`src/rtl/pid_gen.sv`:
```
// pid_gen: decimated PID controller, signed error in, saturated unsigned drive magnitude out.
// Latency: drv_vld pulses 3 cycles after the decimator tick; one update per 2^DECIM_W cycles.
// Backpressure: none, the consumer must take every drv_vld pulse. Optional slew limiter: PID_SLEW_EN.
module pid_gen #(
    parameter int ERR_W    = 13,
    parameter int OUT_W    = 12,
    parameter int INT_W    = 18,
    parameter int DECIM_W  = 20,
    parameter int D_DEPTH  = 3,
    parameter int SLEW_MAX = 64
) (
    input  logic                    clk,
    input  logic                    rst,
    input  logic signed [ERR_W-1:0] error,
    input  logic                    clr_int,
    input  logic [3:0]              kp,
    input  logic [3:0]              kd,
    input  logic [2:0]              ki_shift,
    output logic [OUT_W-1:0]        drv_mag,
    output logic                    drv_vld,
    output logic                    sat
);
    localparam int SUM_W = ((ERR_W > OUT_W) ? ERR_W : OUT_W) + 6;
    localparam int P_W   = ERR_W + 5;
    localparam int DF_W  = ERR_W + 1;
    localparam int D_W   = 14;
    localparam logic signed [DF_W-1:0] DIFF_HI = DF_W'(255);
    localparam logic signed [DF_W-1:0] DIFF_LO = DF_W'(-256);
    localparam logic [INT_W-1:0]       INT_MAX = {1'b0, {(INT_W-1){1'b1}}};

    typedef struct packed {
        logic signed [P_W-1:0] p;
        logic signed [D_W-1:0] d;
        logic [2:0]            ks;
    } s0_t;

    logic [DECIM_W-1:0]      decim;
    logic                    tick;
    logic signed [ERR_W-1:0] hist [D_DEPTH];
    logic [INT_W-1:0]        integ;

    logic signed [DF_W-1:0]  diff;
    logic signed [8:0]       diff_c;
    logic signed [P_W-1:0]   p_nxt;
    logic signed [D_W-1:0]   d_nxt;
    logic signed [INT_W:0]   acc;
    logic [INT_W-1:0]        acc_c;

    s0_t                     s0_q;
    logic                    v0;
    logic [OUT_W-1:0]        i_term;
    logic signed [SUM_W-1:0] sum_nxt;
    logic signed [SUM_W-1:0] sum_q;
    logic                    v1;

    logic [OUT_W-1:0]        clip_mag;
    logic                    clip;
    logic [OUT_W-1:0]        mag_nxt;

    assign tick = &decim;

    always_ff @(posedge clk or posedge rst) begin
        if (rst) begin
            decim <= '0;
        end else begin
            decim <= decim + 1'b1;
        end
    end

    always_ff @(posedge clk or posedge rst) begin
        if (rst) begin
            for (int i = 0; i < D_DEPTH; i++) hist[i] <= '0;
        end else if (tick) begin
            hist[0] <= error;
            for (int i = 1; i < D_DEPTH; i++) hist[i] <= hist[i-1];
        end
    end

    // Derivative is taken over D_DEPTH ticks and limited to 9 bits before the gain.
    always_comb begin
        diff = DF_W'(error) - DF_W'(hist[D_DEPTH-1]);
        if (diff > DIFF_HI) begin
            diff_c = DIFF_HI[8:0];
        end else if (diff < DIFF_LO) begin
            diff_c = DIFF_LO[8:0];
        end else begin
            diff_c = diff[8:0];
        end
        p_nxt = P_W'(error) * P_W'($signed({1'b0, kp}));
        d_nxt = D_W'(diff_c) * D_W'($signed({1'b0, kd}));
    end

    always_comb begin
        acc = $signed({1'b0, integ}) + (INT_W+1)'(error);
        if (acc[INT_W]) begin
            acc_c = '0;
        end else if (acc[INT_W-1]) begin
            acc_c = INT_MAX;
        end else begin
            acc_c = acc[INT_W-1:0];
        end
    end

    // clr_int has priority over the tick update so a stopped rider never winds up.
    always_ff @(posedge clk or posedge rst) begin
        if (rst) begin
            integ <= '0;
        end else if (clr_int) begin
            integ <= '0;
        end else if (tick) begin
            integ <= acc_c;
        end
    end

    // The integrator register already holds the tick's update during T+1.
    always_comb begin
        i_term  = integ[INT_W-2 -: OUT_W] >> s0_q.ks;
        sum_nxt = SUM_W'(s0_q.p) + SUM_W'(s0_q.d) + $signed(SUM_W'(i_term));
    end

    always_comb begin
        clip     = 1'b0;
        clip_mag = sum_q[OUT_W-1:0];
        if (sum_q[SUM_W-1]) begin
            clip     = 1'b1;
            clip_mag = '0;
        end else if (|sum_q[SUM_W-2:OUT_W]) begin
            clip     = 1'b1;
            clip_mag = '1;
        end
    end

`ifdef PID_SLEW_EN
    localparam logic [OUT_W:0] SLEW = (OUT_W+1)'(SLEW_MAX);

    always_comb begin
        mag_nxt = clip_mag;
        if ({1'b0, clip_mag} > {1'b0, drv_mag} + SLEW) begin
            mag_nxt = drv_mag + SLEW[OUT_W-1:0];
        end else if ({1'b0, drv_mag} > {1'b0, clip_mag} + SLEW) begin
            mag_nxt = drv_mag - SLEW[OUT_W-1:0];
        end
    end
`else
    assign mag_nxt = clip_mag;
`endif

    always_ff @(posedge clk or posedge rst) begin
        if (rst) begin
            s0_q    <= '0;
            v0      <= 1'b0;
            sum_q   <= '0;
            v1      <= 1'b0;
            drv_mag <= '0;
            drv_vld <= 1'b0;
            sat     <= 1'b0;
        end else begin
            v0      <= tick;
            v1      <= v0;
            drv_vld <= v1;
            if (tick) begin
                s0_q <= '{p: p_nxt, d: d_nxt, ks: ki_shift};
            end
            if (v0) begin
                sum_q <= sum_nxt;
            end
            if (v1) begin
                drv_mag <= mag_nxt;
                sat     <= clip;
            end
        end
    end
endmodule

```
`config.mk`:
```
export PLATFORM = sky130hd
export DESIGN_NAME = pid_gen
export DESIGN_NICKNAME = d
export VERILOG_FILES = /design/src/rtl/pid_gen.sv
export SDC_FILE = /design/constraint.sdc
export NUM_CORES = 1
export LEC_CHECK = 0
export CAP_MARGIN = 20
export CORE_MARGIN = 5
export CORE_UTILIZATION = 45
export DETAILED_ROUTE_END_ITERATION = 6
export HOLD_SLACK_MARGIN = 0.1
export REMOVE_ABC_BUFFERS = 1
export SLEW_MARGIN = 20
export SYNTH_ARGS = -nofsm -noshare
export SYNTH_HDL_FRONTEND = slang
export SYNTH_SLANG_ARGS = --single-unit
```
`constraint.sdc`:
```
create_clock -name clk -period 5.5 [get_ports clk]
set_input_delay 0.55 -clock clk [delete_from_list [all_inputs] [get_ports clk]]
set_output_delay 0.55 -clock clk [all_outputs]
set_load 0.02 [all_outputs]
```
==> results of run 1 <==
[timing repair]
action / in CTS / in global routing
gates resized for setup: 65 / 20
pin swaps: 43 / 24
buffers inserted: 12 / 6
cloned: 0 / 0
setup endpoints to repair: 9 / 8
[layout make-up]
type	instances	area [sq um]
Timing Repair Buffer	134	1110
Sequential cell	146	3650
Clock buffer	19	453
Tap cell	335	419
Inverter	153	582
Multi-Input combinational cell	977	7700
Clock inverter	13	164
Fill cell	2374	11700
[per-layer routing]
metal  track usage  vias up  routed length (um)
met2         0.315       82               12200
met4        0.0437        0                 233
met3        0.0252       14                 621
met5             0        -                   0
met1         0.252     4237               12400
li1              -     4571                   -
[stage by stage]
stage          TNS (ns)  worst slack, ns  instances
5_1_grt           -2.05           -0.452       1777
6_report         -0.373           -0.131       1777
3_5_place_dp      -9.61            -1.41       1731
2_1_floorplan     -2.42           -0.580       1276
3_3_place_gp      -8.30            -1.25       1731
4_1_cts          -0.632           -0.165       1775
[report_power, final]
group                 switching, mW  internal, mW  total [mW]
Sequential     0.000000000000000174          1.07        1.07
Clock                         0.517         0.712        1.23
Combinational                 0.571         0.557        1.13
[flip-flops by register name, summed over array words and instances, names as in the netlist]
signal	cells
v0	1
s0_q	35
hist	39
sum_q	19
drv_vld	1
sat	1
decim	20
drv_mag	12
integ	17
v1	1
[how the worst max path moves through the flow]
stage,start,end,slack [ns],depth (start not counted)
6_report,error[9],s0_q[15]$_DFFE_PP0P_,-0.13,25
3_3_place_gp,error[0],s0_q[15]$_DFFE_PP0P_,-1.25,28
2_1_floorplan,error[0],s0_q[15]$_DFFE_PP0P_,-0.58,27
5_1_grt,hist[0]$_DFFE_PP0P_,s0_q[15]$_DFFE_PP0P_,-0.45,26
3_5_place_dp,error[0],s0_q[15]$_DFFE_PP0P_,-1.41,28
4_1_cts,hist[0]$_DFFE_PP0P_,s0_q[15]$_DFFE_PP0P_,-0.16,28
[layout by cell type, fill, tap and decap left out, types with 17 or more instances in the layout]
cell             synthesis  routed
a21o_1                  22      22
a21oi_1                 55      47
and2_1                  55      52
buf_4                    0      91
clkbuf_16                0      17
clkdlybuf4s50_1          0      34
dfrtp_1                146     146
fa_1                    61      59
ha_1                   115     102
inv_1                  152     142
mux2_2                  23      23
nand2_1                203     203
nand3_1                 20      19
nor2_1                  85      84
nor2b_1                 21      19
o21ai_0                 83      74
xnor2_1                 53      51
xor2_1                  26      25
[kinds of logic (layout without fill, tap and decap cells)]
kind of cell             after synthesis  after routing  share of synthesized area
AO/OA/AOI/OAI                        246            246                      0.130
flip-flops                           146            146                      0.313
buffers and inverters                189            319                     0.0610
AND/OR/NAND/NOR                      445            445                      0.176
adder cells (fa/ha/maj)              176            176                      0.228
XOR/XNOR                              79             79                     0.0593
multiplexers                          31             31                     0.0323
==> results.yml, run 1 <==
global_routing:
  gr-total-overflow: 0
  grt_pass1_wl_um: 44100
  grt_antenna_before_repair: 0
  grt_max_degree: 111
  grtUsageTotal: 0.185
  grt_pass1_vias: 9040
worst_setup_path:
  path_buf_inv: 5
  path_class: "in2reg"
  arrival_ns: 5.91
  ff2ff_setup_slack_ns: -0.13
  worstPathMaxFanout: 3
  worstReg2RegStart: "hist[0]$_DFFE_PP0P_"
  reg2reg_depth: 27
  cp-end-kind: "flip-flop"
  slowest_stage: "fa_1"
  cp.required_ns: 5.78
  crit_path_start_kind: "primary input"
  r2r_end: "s0_q[15]$_DFFE_PP0P_"
  crit_family: "compound AO/OA/AOI/OAI gates"
  path_common_cell: "o21ai_2"
  max_stage_delay_ns: 0.52
routing:
  first_iter_violations: 439
  drc: 0
  dr.pass1.iters: 4
  routed_via_density: 5.01
  routed_wirelength_um: 25500
  antenna_left: 0
  via_count: 8904
  wire_per_inst_um: 14.3
layout:
  area_growth_pct: 20.7
  fin_util: 0.547
  drive_gt1_frac: 0.156
  design_area_sq_um: 14100
  n_antenna_cell: 0
  nets: 1632
synthesis:
  synth_top_area_frac: 0.313
  synth_area_leaders: "dfrtp_1 (31%), ha_1 (12%), fa_1 (10%)"
  yosysMostFrequentCell: "nand2_1"
  synth_common_cells: "nand2_1 (203), inv_1 (152), dfrtp_1 (146)"
  async_flop_share: 1.00
  avgSynthCellArea_sq_um: 8.89
  syn-instance-count: 1312
  synth_edf_count: 0
  synth_seq_area_share: 0.313
  synth_ff_type: "dfrtp_1"
  synth_area_leader_cell: "dfrtp_1"
  yosysUniqueCellTypes: 56
  ys_warn_count: 0
  ys_seq_elements: 146
  netlist_area_sq_um: 11700
cts:
  cts.htree.levels: 4
  cts_buffers: 17
  root_buffer: "clkbuf_16"
  clk_latency_ns: 0.43
  cts_tree: "done"
  cts_hold_buf: 0
  clkSinkCount: 146
  clock_path_buffers: 2
  clk_pin_slew_ns: 0.07
die:
  dieArea_sq_um: 29200
  std_cell_rows: 59
  ios: 41
  die_w_um: 171
  fp.dieH_um: 171
  start_util: 0.453
  coreArea_sq_um: 25800
min_path:
  holdPathStages: 1
  hold_path_end: "decim[5]$_DFF_PP0_"
  hold_path_startpoint: "decim[5]$_DFF_PP0_"
  worst_hold_path_type: "reg2reg"
place:
  place_congestion: 0.846
  dp_hpwl_um: 19500
  post_dp_cell_area_sq_um: 13000
  port_buffers: 40
pwr:
  finalPower_mw: 3.43
  powerDensity_nw_per_um2: 244
  ir_drop_mv: 0.201
  power.leakage_nw: 7.10
timing:
  setup_ws_ns: -0.131
  hold_slack_ns: 0.463
  skew_ns: 0.0138
  relSlewSlack: 0.452
  slew_viol_final: 0
  period_minus_slack_ns: 5.63
  hold_viol_final: 0
  rsz0062_at_grt: "yes"
  tightest_slew_ns: 0.822
  fmax_ghz: 0.178
  finalSetupViolCount: 5
  finalCritPeriodShare: 1.02
flow_run:
  maxCapViolCount: 0
outcome:
  outcome: "finished, violations left"
  violations: "setup timing"
(Power assumes the default switching activity.)
==> run 2: changes to the inputs <==
==> constraint.sdc (replaced) <==
create_clock -name clk -period 5.15 [get_ports clk]
set_input_delay 0.515 -clock clk [delete_from_list [all_inputs] [get_ports clk]]
set_output_delay 0.515 -clock clk [all_outputs]
set_load 0.02 [all_outputs]
==> run 2 against run 1 <==
Against the previous run: the run still ends with setup timing left; clock-buffer cell count down 2; wire length about the same; die area unchanged; power up 4.7%; largest power group unchanged; largest cell class unchanged; combinational power up 4%.
==> results.yml, run 2 (synthesis results as in run 1) <==
layout:
  layout_commonest_cell: "nand2_1"
  layout_common_cells: "nand2_1 (203), dfrtp_1 (146), inv_1 (142), ha_1 (105), buf_4 (96)"
  reg.largest.list: "hist: 39 flops, s0_q: 35 flops, decim: 20 flops"
  fill_cells: 2330
  nets: 1635
  top_register: "hist"
  multi_input_area_sq_um: 7670
  drive_gt1_frac: 0.156
  regArea_sq_um: 3650
  n_antenna_cell: 0
  area_growth_pct: 20.6
  design_area_sq_um: 14100
  largest_reg_flops: 39
place:
  post_dp_cell_area_sq_um: 13000
  dp_hpwl_um: 19800
  place_congestion: 0.821
  port_buffers: 40
worst_setup_path:
  worstPathMaxFanout: 3
  path_common_cell: "buf_4"
  crit_path_start_kind: "flip-flop"
  path_class: "reg2reg"
  slowest_stage: "fa_1"
  cp.required_ns: 5.43
  max_stage_delay_ns: 0.53
  cp-end-kind: "flip-flop"
  arrival_ns: 6.07
cts:
  root_buffer: "clkbuf_16"
  cts_buffers: 17
  cts.htree.levels: 4
  clk_latency_ns: 0.43
  cts_tree: "done"
  clkSinkCount: 146
  clock_path_buffers: 2
  cts_hold_buf: 0
  clk_pin_slew_ns: 0.08
timing:
  finalCritPeriodShare: 1.12
  finalSetupViolCount: 9
  setup_ws_ns: -0.642
  period_minus_slack_ns: 5.79
  tightest_slew_ns: 0.828
  slew_viol_final: 0
  hold_viol_final: 0
  setup_tns_ns: -3.59
  skew_ns: 0.0135
  fmax_ghz: 0.173
  hold_slack_ns: 0.464
  relSlewSlack: 0.448
  rsz0062_at_grt: "yes"
routing:
  drc: 0
  routed_via_density: 5.02
  wire_per_inst_um: 14.3
  first_iter_violations: 443
  antenna_left: 0
  dr.pass1.iters: 5
  routed_wirelength_um: 25500
  via_count: 8939
die:
  coreArea_sq_um: 25800
  start_util: 0.453
  fp.dieH_um: 171
  die_w_um: 171
  std_cell_rows: 59
  dieArea_sq_um: 29200
  ios: 41
pwr:
  power_frac_comb: 0.327
  power.leakage_nw: 7.12
  powerDensity_nw_per_um2: 255
  power.share.switching: 0.326
  internal_power_mw: 2.42
  ir_drop_mv: 0.167
  finalPower_mw: 3.59
  power_frac_seq: 0.319
  clkPwrFrac: 0.354
  power.switching_mw: 1.17
outcome:
  outcome: "finished, violations left"
  violations: "setup timing"
global_routing:
  grt_antenna_before_repair: 1
  gr-total-overflow: 0
  grt_max_degree: 75
  grt_pass1_wl_um: 43900
  grt_pass1_vias: 9073
  grtUsageTotal: 0.184
flow_run:
  maxCapViolCount: 0
min_path:
  worst_hold_path_type: "reg2reg"
==> run 2: cell types whose count changed in the layout (fill, tap and decap cells not counted), sizes merged, moves of 2 or more <==
cell           previous run  this run
clkdlybuf4s50            34        36
clkinv                    2         5
clkbuf                   19        17
dlygate4sd2               5         3
buf                      94        97
==> run 2: area by class of cell <==
class,instances,area share
Clock buffer,17,0.0303
Clock inverter,15,0.0133
Inverter,153,0.0412
Multi-Input combinational cell,977,0.545
Sequential cell,146,0.260
Tap cell,335,0.0298
Timing Repair Buffer,137,0.0804
==> run 2: power groups by stage <==
| stage | Clock, mW | Sequential (mW) | Combinational, mW |
|---|---|---|---|
| after global routing | 1.35 | 1.15 | 1.33 |
| final | 1.27 | 1.15 | 1.17 |
| after floorplan | 0 | 1.17 | 0.664 |
| after detailed placement | 0 | 1.17 | 0.990 |
| after global placement | 0 | 1.17 | 0.977 |
| after CTS | 1.31 | 1.15 | 1.10 |
==> run 2: path summary, 6_finish.rpt <==
check | slack [ns] | cells after the start | endpoint | from
setup / recovery | -0.64 | 29 | s0_q[16]$_DFFE_PP0P_ | hist[0]$_DFFE_PP0P_
hold / removal | 0.46 | 1 | decim[13]$_DFF_PP0_ | decim[13]$_DFF_PP0_
setup reg to reg | -0.64 | 29 | s0_q[16]$_DFFE_PP0P_ | hist[0]$_DFFE_PP0P_
hold reg to reg | 0.46 | 1 | decim[13]$_DFF_PP0_ | decim[13]$_DFF_PP0_
max in group asynchronous | 3.53 | 3 | decim[5]$_DFF_PP0_ | rst
min in group asynchronous | 0.52 | 2 | v1$_DFF_PP0_ | rst
==> run 2: what timing repair did <==
action | 4_1_cts | 5_1_grt
endpoints found under the setup margin | 10 | 10
pin swaps | 38 | 22
resized for setup | 57 | 24
setup buffers | 14 | 4
==> run 2: worst max-delay path: cells and delay by family, from the launching register on <==
kind / cells / cell delay, ns
AO/OA/AOI/OAI: 13 / 1.94
flip-flops: 1 / 0.43
AND/OR/NAND/NOR: 2 / 0.33
adder cells (fa/ha/maj): 6 / 2.01
XOR/XNOR: 2 / 0.26
buffers and inverters: 6 / 0.68
==> run 2: through the flow <==
step | utilization | std cells | setup slack, ns
3_5_place_dp | 0.503 | 1732 | -1.74
5_1_grt | 0.546 | 1780 | -0.881
6_report | 0.546 | 1780 | -0.642
3_3_place_gp | 0.503 | 1732 | -1.57
2_1_floorplan | - | 1276 | -0.895
4_1_cts | 0.540 | 1776 | -0.582
==> run 2: per-layer routing <==
layer | share of wire | routed length, um | track usage
met3 | 0.026 | 654 | 0.0296
met2 | 0.47 | 12000 | 0.306
met1 | 0.49 | 12400 | 0.254
met4 | 0.016 | 417 | 0.0448
met5 | 0.00051 | 13 | 0
